<file path="src/rtl/alu_issue_sequencer_if.sv">
// -----------------------------------------------------------------------------
// alu_issue_sequencer_if
// Host-side instruction handshake into the ALU issue sequencer.
//   instr_in     16-bit instruction {op[15:12], a[11:8], b[7:4], c[3:0]}
//   instr_valid  instr_in carries an instruction this cycle
//   instr_ready  sequencer queue can accept (combinational, = !full)
// Modports: master = instruction source, slave = sequencer.
// -----------------------------------------------------------------------------
interface alu_issue_sequencer_if;
   logic [15:0] instr_in;
   logic        instr_valid;
   logic        instr_ready;

   modport master (output instr_in, output instr_valid, input instr_ready);
   modport slave  (input instr_in, input instr_valid, output instr_ready);
endinterface

</file>
<file path="src/rtl/alu_issue_sequencer.sv">
// -----------------------------------------------------------------------------
// alu_issue_sequencer
// Queues 16-bit ALU instructions from a host and issues them to the ALU one at
// a time, holding each for EXEC_LAT cycles. Illegal opcodes are dropped at pop
// time and flagged on the sticky err_illegal output.
//
// Optional feature macro: ALU_SEQ_PERF_CNT_EN adds saturating perf counters
// perf_issued / perf_illegal. Without it those ports and counters do not exist.
//
// Ports
//   clk, rst_n    clock (rising edge), asynchronous active-low reset
//   host          slave modport: instr_in / instr_valid / instr_ready
//   flush         discard all queued instructions (a simultaneous push is lost)
//   halt          block new issues; queue keeps accepting
//   clr_err       clear err_illegal (an illegal pop in the same cycle wins)
//   alu_instr     registered instruction to the ALU, holds last issued value
//   alu_issue     1-cycle pulse, alu_instr is new
//   done          1-cycle pulse, issued instruction completed EXEC_LAT cycles
//   busy          executing or queue non-empty
//   err_illegal   sticky, an illegal opcode was popped
//   perf_issued   legal instructions issued (macro only)
//   perf_illegal  illegal instructions dropped (macro only)
// -----------------------------------------------------------------------------
module alu_issue_sequencer #(
   parameter int FIFO_DEPTH = 4,
   parameter int EXEC_LAT   = 2,
   parameter int CNT_W      = 16
) (
   input  logic                clk,
   input  logic                rst_n,
   alu_issue_sequencer_if.slave host,
   input  logic                flush,
   input  logic                halt,
   input  logic                clr_err,
   output logic [15:0]         alu_instr,
   output logic                alu_issue,
   output logic                done,
   output logic                busy,
   output logic                err_illegal
`ifdef ALU_SEQ_PERF_CNT_EN
   ,
   output logic [CNT_W-1:0]    perf_issued,
   output logic [CNT_W-1:0]    perf_illegal
`endif
);

   localparam int AW = $clog2(FIFO_DEPTH);
   localparam int PW = AW + 1;
   localparam int CW = (EXEC_LAT > 1) ? $clog2(EXEC_LAT) : 1;
   localparam logic [CW-1:0] CNT_INIT = CW'(EXEC_LAT - 1);

   typedef enum logic {IDLE = 1'b0, EXEC = 1'b1} state_t;

   function automatic logic is_legal(input logic [3:0] op);
      case (op)
         4'h0, 4'h1, 4'h3, 4'h4, 4'h5, 4'h6, 4'hF: is_legal = 1'b1;
         default:                                 is_legal = 1'b0;
      endcase
   endfunction

   // --- state ---------------------------------------------------------------
   state_t          state_q, state_d;
   logic [CW-1:0]   cnt_q, cnt_d;
   logic [PW-1:0]   wr_ptr_q, wr_ptr_d;
   logic [PW-1:0]   rd_ptr_q, rd_ptr_d;
   logic [15:0]     alu_instr_q, alu_instr_d;
   logic            alu_issue_q, alu_issue_d;
   logic            done_q, done_d;
   logic            err_q, err_d;
   logic [15:0]     mem_q [FIFO_DEPTH];

   logic            empty, full, push, pop;
   logic [15:0]     head;

   // Extra pointer MSB distinguishes full from empty when the indices match.
   assign empty = (wr_ptr_q == rd_ptr_q);
   assign full  = (wr_ptr_q[AW-1:0] == rd_ptr_q[AW-1:0]) &&
                  (wr_ptr_q[PW-1] != rd_ptr_q[PW-1]);
   assign head  = mem_q[rd_ptr_q[AW-1:0]];

   // Push is refused when full even if a pop frees a slot in the same cycle.
   assign push  = host.instr_valid && !full && !flush;
   // A pop is only allowed once the execution slot is (about to be) free.
   assign pop   = !empty && !halt && !flush &&
                  ((state_q == IDLE) || (cnt_q == '0));

   always_comb begin
      state_d     = state_q;
      cnt_d       = cnt_q;
      wr_ptr_d    = wr_ptr_q;
      rd_ptr_d    = rd_ptr_q;
      alu_instr_d = alu_instr_q;
      alu_issue_d = 1'b0;
      done_d      = 1'b0;
      err_d       = err_q;

      if (state_q == EXEC) begin
         if (cnt_q != '0) begin
            cnt_d = cnt_q - 1'b1;
         end else begin
            done_d  = 1'b1;
            state_d = IDLE;
         end
      end

      if (clr_err) begin
         err_d = 1'b0;
      end

      // A legal pop overrides the EXEC->IDLE exit above (back-to-back issue);
      // an illegal pop is discarded and leaves the FSM wherever it was heading.
      if (pop) begin
         rd_ptr_d = rd_ptr_q + 1'b1;
         if (is_legal(head[15:12])) begin
            alu_instr_d = head;
            alu_issue_d = 1'b1;
            state_d     = EXEC;
            cnt_d       = CNT_INIT;
         end else begin
            err_d = 1'b1;
         end
      end

      if (flush) begin
         rd_ptr_d = wr_ptr_q;
      end

      if (push) begin
         wr_ptr_d = wr_ptr_q + 1'b1;
      end
   end

   always_ff @(posedge clk or negedge rst_n) begin
      if (!rst_n) begin
         state_q     <= IDLE;
         cnt_q       <= '0;
         wr_ptr_q    <= '0;
         rd_ptr_q    <= '0;
         alu_instr_q <= '0;
         alu_issue_q <= 1'b0;
         done_q      <= 1'b0;
         err_q       <= 1'b0;
      end else begin
         state_q     <= state_d;
         cnt_q       <= cnt_d;
         wr_ptr_q    <= wr_ptr_d;
         rd_ptr_q    <= rd_ptr_d;
         alu_instr_q <= alu_instr_d;
         alu_issue_q <= alu_issue_d;
         done_q      <= done_d;
         err_q       <= err_d;
      end
   end

   // Queue storage carries data only; validity comes from the pointers.
   always_ff @(posedge clk) begin
      if (push) begin
         mem_q[wr_ptr_q[AW-1:0]] <= host.instr_in;
      end
   end

   assign host.instr_ready = !full;
   assign alu_instr        = alu_instr_q;
   assign alu_issue        = alu_issue_q;
   assign done             = done_q;
   assign busy             = (state_q == EXEC) || !empty;
   assign err_illegal      = err_q;

`ifdef ALU_SEQ_PERF_CNT_EN
   logic [CNT_W-1:0] perf_issued_q, perf_issued_d;
   logic [CNT_W-1:0] perf_illegal_q, perf_illegal_d;

   function automatic logic [CNT_W-1:0] sat_inc(input logic [CNT_W-1:0] v);
      sat_inc = (&v) ? v : v + 1'b1;
   endfunction

   always_comb begin
      perf_issued_d  = perf_issued_q;
      perf_illegal_d = perf_illegal_q;
      if (alu_issue_d) begin
         perf_issued_d = sat_inc(perf_issued_q);
      end
      if (pop && !is_legal(head[15:12])) begin
         perf_illegal_d = sat_inc(perf_illegal_q);
      end
   end

   always_ff @(posedge clk or negedge rst_n) begin
      if (!rst_n) begin
         perf_issued_q  <= '0;
         perf_illegal_q <= '0;
      end else begin
         perf_issued_q  <= perf_issued_d;
         perf_illegal_q <= perf_illegal_d;
      end
   end

   assign perf_issued  = perf_issued_q;
   assign perf_illegal = perf_illegal_q;
`else
`endif

endmodule
</file>
<file path="src/flat_wrapper.sv">
// flat-port wrapper written by rule: the top's interface ports become plain ports
module alu_issue_sequencer_flat 
#(
   parameter int FIFO_DEPTH = 4,
   parameter int EXEC_LAT   = 2,
   parameter int CNT_W      = 16
)
  (clk, rst_n, flush, halt, clr_err, alu_instr, alu_issue, done, busy, err_illegal, host_instr_in, host_instr_valid, host_instr_ready);
  alu_issue_sequencer_if host_i ();
  input  logic clk;
  input  logic rst_n;
  input  logic flush;
  input  logic halt;
  input  logic clr_err;
  output logic [15:0] alu_instr;
  output logic alu_issue;
  output logic done;
  output logic busy;
  output logic err_illegal;
  input wire logic [$bits(host_i.instr_in)-1:0] host_instr_in;
  input wire logic [$bits(host_i.instr_valid)-1:0] host_instr_valid;
  output wire logic [$bits(host_i.instr_ready)-1:0] host_instr_ready;
  assign host_i.instr_in = host_instr_in;
  assign host_i.instr_valid = host_instr_valid;
  assign host_instr_ready = host_i.instr_ready;
  alu_issue_sequencer #(.FIFO_DEPTH(FIFO_DEPTH), .EXEC_LAT(EXEC_LAT), .CNT_W(CNT_W)) u_core (.clk(clk), .rst_n(rst_n), .host(host_i), .flush(flush), .halt(halt), .clr_err(clr_err), .alu_instr(alu_instr), .alu_issue(alu_issue), .done(done), .busy(busy), .err_illegal(err_illegal));
endmodule
</file>
<file path="config.mk">
export PLATFORM = sky130hd
export DESIGN_NAME = alu_issue_sequencer_flat
export DESIGN_NICKNAME = d
export VERILOG_FILES = /design/src/rtl/alu_issue_sequencer_if.sv /design/src/rtl/alu_issue_sequencer.sv /design/src/flat_wrapper.sv
export SDC_FILE = /design/constraint.sdc
export NUM_CORES = 1
export LEC_CHECK = 0
export CORE_ASPECT_RATIO = 0.9
export CORE_UTILIZATION = 48
export DETAILED_ROUTE_END_ITERATION = 16
export GPL_ROUTABILITY_DRIVEN = 0
export PLACE_DENSITY = 0.79
export SLEW_MARGIN = 10
export SYNTH_ARGS = -nofsm -noshare
export SYNTH_HDL_FRONTEND = slang
export SYNTH_SLANG_ARGS = --single-unit
export TNS_END_PERCENT = 10
</file>
<file path="constraint.sdc">
create_clock -name clk -period 2.6 [get_ports clk]
set_clock_uncertainty 0.05 [all_clocks]
set_input_delay 0.52 -clock clk [delete_from_list [all_inputs] [get_ports clk]]
set_output_delay 0.52 -clock clk [all_outputs]
set_load 0.05 [all_outputs]
</file>
==> flow_summary.yaml, run 1 <==
clock_tree:
  clk_pin_slew_ps: 100
  cts_resized: 0
  cts_tree: "built"
  worstSkewPairLatency_ps: 350
  post_cts_buffers: 0
  cts.sinks: 91
  cts-root-buf: "clkbuf_8"
  cts_hold_buf: 0
  clockBufferDepth: 2
  cts_made_buffers: 9
  h-tree-depth: 3
setup_path:
  rrSetupSlack_ps: 230
  cp_max_fo: 7
  max_stage_delay_ps: 470
  cp_num_buf_inv: 2
  path_cells: "buf_4, xnor2_1, nand4b_1, buf_12"
  critical_path_class: "flip-flop to output pin"
  slowest_stage: "dfrtp_1"
  path_delay_family: "flip-flops"
  r2r-end: "u_core.alu_instr[2]"
  start_kind: "flip-flop"
  cp_data_required_time_ps: 2030
  cp-end-kind: "output pin"
  r2r_start: "u_core.rd_ptr_q[0]"
  r2r_cells: 6
  cp.arrival_ps: 1840
route:
  drt_iter0_markers: 72
  via_count: 1910
  drt-pass1-iter-count: 6
  drt_wl_total_mm: 6.12
  viasPerCell: 5.26
  drc: 0
  wire_per_inst_um: 16.9
  ant_nets: 0
synth:
  synth_top_area_share: 0.524
  yosysWarningCount: 0
  syn_inst: 199
  ys_types: 36
  async_flop_share: 0.297
  synth_compound_area_frac: 0.0457
  seq_area_frac_synth: 0.709
  synth.most_common_cell: "edfxtp_1"
  syn_nets: 226
  yosys_register_bits: 91
  netlist_area_um2: 3670
  post-synth-top-area-cell: "edfxtp_1"
  synth_edf_count: 64
  synth_top_family_by_area: "multiplexers"
  synth_adder_area_share: 0.0171
  ys.flop_type: "edfxtp_1"
  synth-xor-area-share: 0.0215
  synthTopCellsByCount: "edfxtp_1 (64), dfrtp_1 (27), mux4_2 (16)"
  synthTopCellsByArea: "edfxtp_1 (52%), dfrtp_1 (18%), mux4_2 (9.8%)"
  synthMuxAreaShare: 0.145
  avgSynthCellArea_um2: 18.4
  synthSimpleGateAreaFrac: 0.0413
sta:
  finalSetupViolCount: 0
  post-route-period-util: 0.926
  fin_setup_tns_ps: 0
  fin_crit_ps: 2410
  rsz0062_at_grt: "false"
  slew_headroom: 0.665
  tightest_slew_ps: 501
  final_hold_viol_count: 0
  maxSlewViolCount: 0
  max_freq_mhz: 415
  holdWs_ps: 437
finish:
  layout-area-overhead-vs-synth_pct: 24.1
  diodes: 0
  fillCellCount: 515
  nets: 292
  final_util: 0.630
  multi_input_area_um2: 1000
  seqCellArea_um2: 2600
  layout-drive-gt1-share: 0.267
power:
  p_seq_frac: 0.381
  pwr-share-comb: 0.437
  p_int_mw: 3.48
  leakagePower_nw: 1.69
  cellPowerDensity_nw_per_um2: 1210
  switchingPower_mw: 2.00
  peakVddDrop_uv: 654
  clkPwrFrac: 0.182
  netSwitchingFraction: 0.365
  report.power.total_mw: 5.48
die:
  io_pins: 43
  rows: 29
  die_w_um: 94.1
  start_util: 0.508
  die_area_um2: 7990
  fp.dieH_um: 84.9
  core_area_um2: 7220
hold_path:
  min_path_cells: 1
  min_from: "u_core.cnt_q"
  hold_path_class: "flip-flop to flip-flop"
  hold_end: "u_core.done"
global_route:
  grt_start_max_net_pins: 28
  grt_pass1_wl_mm: 10.1
  grt_overflow: 0
  antenna_found_initial: 0
  track_usage: 0.174
  grt_pass1_vias: 2043
placed_design:
  post-dp-hpwl_mm: 4.27
  port_buffers: 42
run:
  cap_violations: 0
run_status:
  status: "finished, final reports clean"
==> flip-flops by register name (all words and copies together) (netlist names) <==
name / flops
u_core.alu_instr: 16
u_core.alu_issue: 1
u_core.cnt_q: 1
u_core.done: 1
u_core.err_illegal: 1
u_core.mem_q: 64
u_core.rd_ptr_q: 3
u_core.state_q: 1
u_core.wr_ptr_q: 3
==> final cells by class <==
class	count	share of cell area
well taps	93	0.0256
clock buffers	10	0.0327
multi-input cells	94	0.220
inverters	7	0.00578
clock inverters	6	0.0151
flip-flops and latches	91	0.571
repair buffers	62	0.130
==> routing by layer <==
metal  part of all wire  vias up  GRT usage
met4              0.012        0     0.0671
met5                  0        -          0
li1                   -      892          -
met3              0.034        7     0.0403
met1               0.45      963      0.227
met2               0.51       48      0.285
==> through the flow <==
| stage | area [um2] | setup slack (ps) | cells |
|---|---|---|---|
| global placement | 4320 | 288 | 347 |
| finish | 4550 | 193 | 363 |
| CTS | 4540 | 112 | 363 |
| global route | 4550 | 29.3 | 363 |
| floorplan | 3670 | 79.0 | 199 |
| detailed placement | 4320 | 243 | 347 |
==> kinds of logic (layout without fill, tap and decap cells) <==
logic type,Yosys count,in the layout
adders and majority gates,5,5
and+or+nand+nor,27,27
buffers and inverters,14,85
AOI/OAI and AO/OA,24,24
DFF,91,91
muxes,29,29
xor gates and xnor gates,9,9
==> placed cells by master, fill, tap and decap left out, drive strengths merged, types with 9 or more instances in the layout <==
master          n
buf            22
mux4           16
clkbuf         10
o21ai          11
edfxtp         64
inv             9
dfrtp          27
mux2           12
nand2           9
clkdlybuf4s50  40
==> worst max-delay path by stage <==
| stage | startpoint | end | slack [ps] | depth (start not counted) |
|---|---|---|---|---|
| 3_3_place_gp | u_core.rd_ptr_q[0] | u_core.alu_instr[4] | 290 | 6 |
| 3_5_place_dp | u_core.rd_ptr_q[0] | u_core.alu_instr[0] | 240 | 6 |
| 2_1_floorplan | u_core.rd_ptr_q[1] | u_core.wr_ptr_q[2] | 80 | 7 |
| 6_report | u_core.rd_ptr_q[1] | busy | 190 | 4 |
| 5_1_grt | u_core.rd_ptr_q[1] | busy | 30 | 4 |
| 4_1_cts | u_core.rd_ptr_q[0] | busy | 110 | 4 |
==> power groups by stage <==
stage,Clock (mW),Combinational (mW),Sequential [mW]
after global routing,1.07,2.57,2.13
after global placement,0,2.34,2.11
after CTS,1.02,2.41,2.09
after detailed placement,0,2.40,2.12
final,0.997,2.39,2.09
after floorplan,0,1.22,2.52
(Power assumes the default switching activity.)
==> inputs of run 2 (changes only) <==
- PLACE_DENSITY: 0.79 -> 0.82
- SETUP_SLACK_MARGIN: not set -> 0.05
- SLEW_MARGIN: 10 -> not set
- clock period: 2.6 -> 2.16 ns (I/O delays scaled with it)
==> flow_summary.yaml, run 2 (synthesized netlist as in run 1, its figures left out) <==
run_status:
  status: "complete, but fails checks"
  failed_checks: "negative setup slack"
route:
  ant_nets: 0
  drt_iter0_markers: 109
  viasPerCell: 5.20
  via_count: 1910
  drt_wl_total_mm: 6.13
  wire_per_inst_um: 16.7
  drc: 0
  drt-pass1-iter-count: 4
setup_path:
  r2r_cells: 6
  cp-end-kind: "flip-flop"
  cp.arrival_ps: 2440
  critical_path_class: "flip-flop to flip-flop"
  cp_data_required_time_ps: 2350
  r2r-end: "u_core.alu_instr[11]"
  cp_num_buf_inv: 1
  path_cells: "mux4_2, and3_4, o21a_4, o21ai_4, buf_12, mux2_4"
  slowest_stage: "mux4_2"
  cp_max_fo: 10
  crit_path_start: "u_core.rd_ptr_q[0]"
  path_delay_family: "multiplexers"
  max_stage_delay_ps: 540
  start_kind: "flip-flop"
  rrSetupSlack_ps: -90
  r2r_start: "u_core.rd_ptr_q[0]"
finish:
  final_common_cell: "edfxtp_1"
  mostFrequentLayoutCells: "edfxtp_1 (64), clkdlybuf4s50_1 (40), dfrtp_1 (25)"
  final_cells: 367
  fillCellCount: 480
  layout-drive-gt1-share: 0.307
  largest_register_ffs: 64
  layout-area-overhead-vs-synth_pct: 28.3
  diodes: 0
  nets: 296
  final_util: 0.651
clock_tree:
  h-tree-depth: 3
  worstSkewPairLatency_ps: 350
  cts-root-buf: "clkbuf_8"
  clk_pin_slew_ps: 80
  cts_hold_buf: 0
  cts_made_buffers: 9
  clockBufferDepth: 2
  cts.sinks: 91
  cts_tree: "built"
global_route:
  track_usage: 0.175
  antenna_found_initial: 0
  grt_start_max_net_pins: 28
  grt_overflow: 0
  grt_pass1_wl_mm: 9.99
  grt_pass1_vias: 1992
sta:
  maxSlewViolCount: 0
  fin_setup_tns_ps: -890
  finalSetupViolCount: 12
  final_hold_viol_count: 0
  rsz0062_at_grt: "true"
  slew_headroom: 0.645
  max_freq_mhz: 445
  fin_crit_ps: 2250
  tightest_slew_ps: 531
  postLayoutSetupSlackWorst_ps: -88.7
  post-route-period-util: 1.04
power:
  leakagePower_nw: 1.77
  cellPowerDensity_nw_per_um2: 1450
  peakVddDrop_uv: 594
  report.power.total_mw: 6.83
die:
  die_w_um: 94.1
  core_area_um2: 7220
  io_pins: 43
  fp.dieH_um: 84.9
  start_util: 0.508
  die_area_um2: 7990
  rows: 29
hold_path:
  hold_path_class: "primary input to async pin"
run:
  cap_violations: 0
placed_design:
  port_buffers: 42
  post-dp-hpwl_mm: 4.23
  placed_cells: 351
## run 2: cell count changes in the layout (fill, tap and decap cells not counted), sizes merged
cell,delta
buf,+4
clkbuf,+2
clkinvlp,-1
inv,-1
## run 2: through the flow
stage	setup WS (ps)	hold WS [ps]	area [um2]
finish	-88.7	405	4700
global route	-179	420	4700
CTS	-102	399	4700
detailed placement	-187	440	4450
global placement	-123	416	4450
floorplan	-181	86.4	3690
## run 2: what timing repair did
| item | 4_1_cts | 5_1_grt |
|---|---|---|
| endpoints found under the setup margin | 16 | 21 |
| resized for setup | 9 | 1 |
| cloned | 0 | 0 |
| pin swaps | 0 | 1 |
| buffers inserted | 0 | 0 |
## run 2: area by class of cell
type,count,area [um2],share of cell area
flip-flops and latches,91,2600,0.553
repair buffers,66,696,0.148
inverters,7,26.3,0.00559
well taps,93,116,0.0247
clock buffers,12,155,0.0330
clock inverters,4,56.3,0.0120
multi-input cells,94,1050,0.224
## run 2: report_power, final
group | internal, mW | total, mW | leakage (nW) | switching (mW)
sequential | 2.27 | 2.53 | 0.910 | 0.257
clock | 0.607 | 1.19 | 0.107 | 0.578
combinational | 1.51 | 3.12 | 0.753 | 1.60
total | 4.39 | 6.83 | 1.77 | 2.44
## run 2: worst max path at each step
stage | endpoint | cells past startpoint | slack (ps)
floorplan | u_core.alu_instr[10] | 8 | -180
global placement | u_core.alu_instr[6] | 6 | -120
detailed placement | u_core.alu_instr[8] | 7 | -190
CTS | u_core.alu_instr[6] | 6 | -100
global route | u_core.alu_instr[8] | 6 | -180
finish | u_core.alu_instr[11] | 6 | -90
## run 2: per-layer routing
| layer | global-route usage | vias to the layer above | share of wire |
|---|---|---|---|
| li1 | - | 903 | - |
| met1 | 0.220 | 955 | 0.45 |
| met2 | 0.287 | 40 | 0.50 |
| met3 | 0.0394 | 12 | 0.026 |
| met4 | 0.0923 | 0 | 0.021 |
| met5 | 0 | - | 0 |
==> inputs of run 3 (changes only) <==
- CAP_MARGIN: not set -> 20
==> results of run 3 <==
Final layout, timing and power as in run 2 (identical DEF).
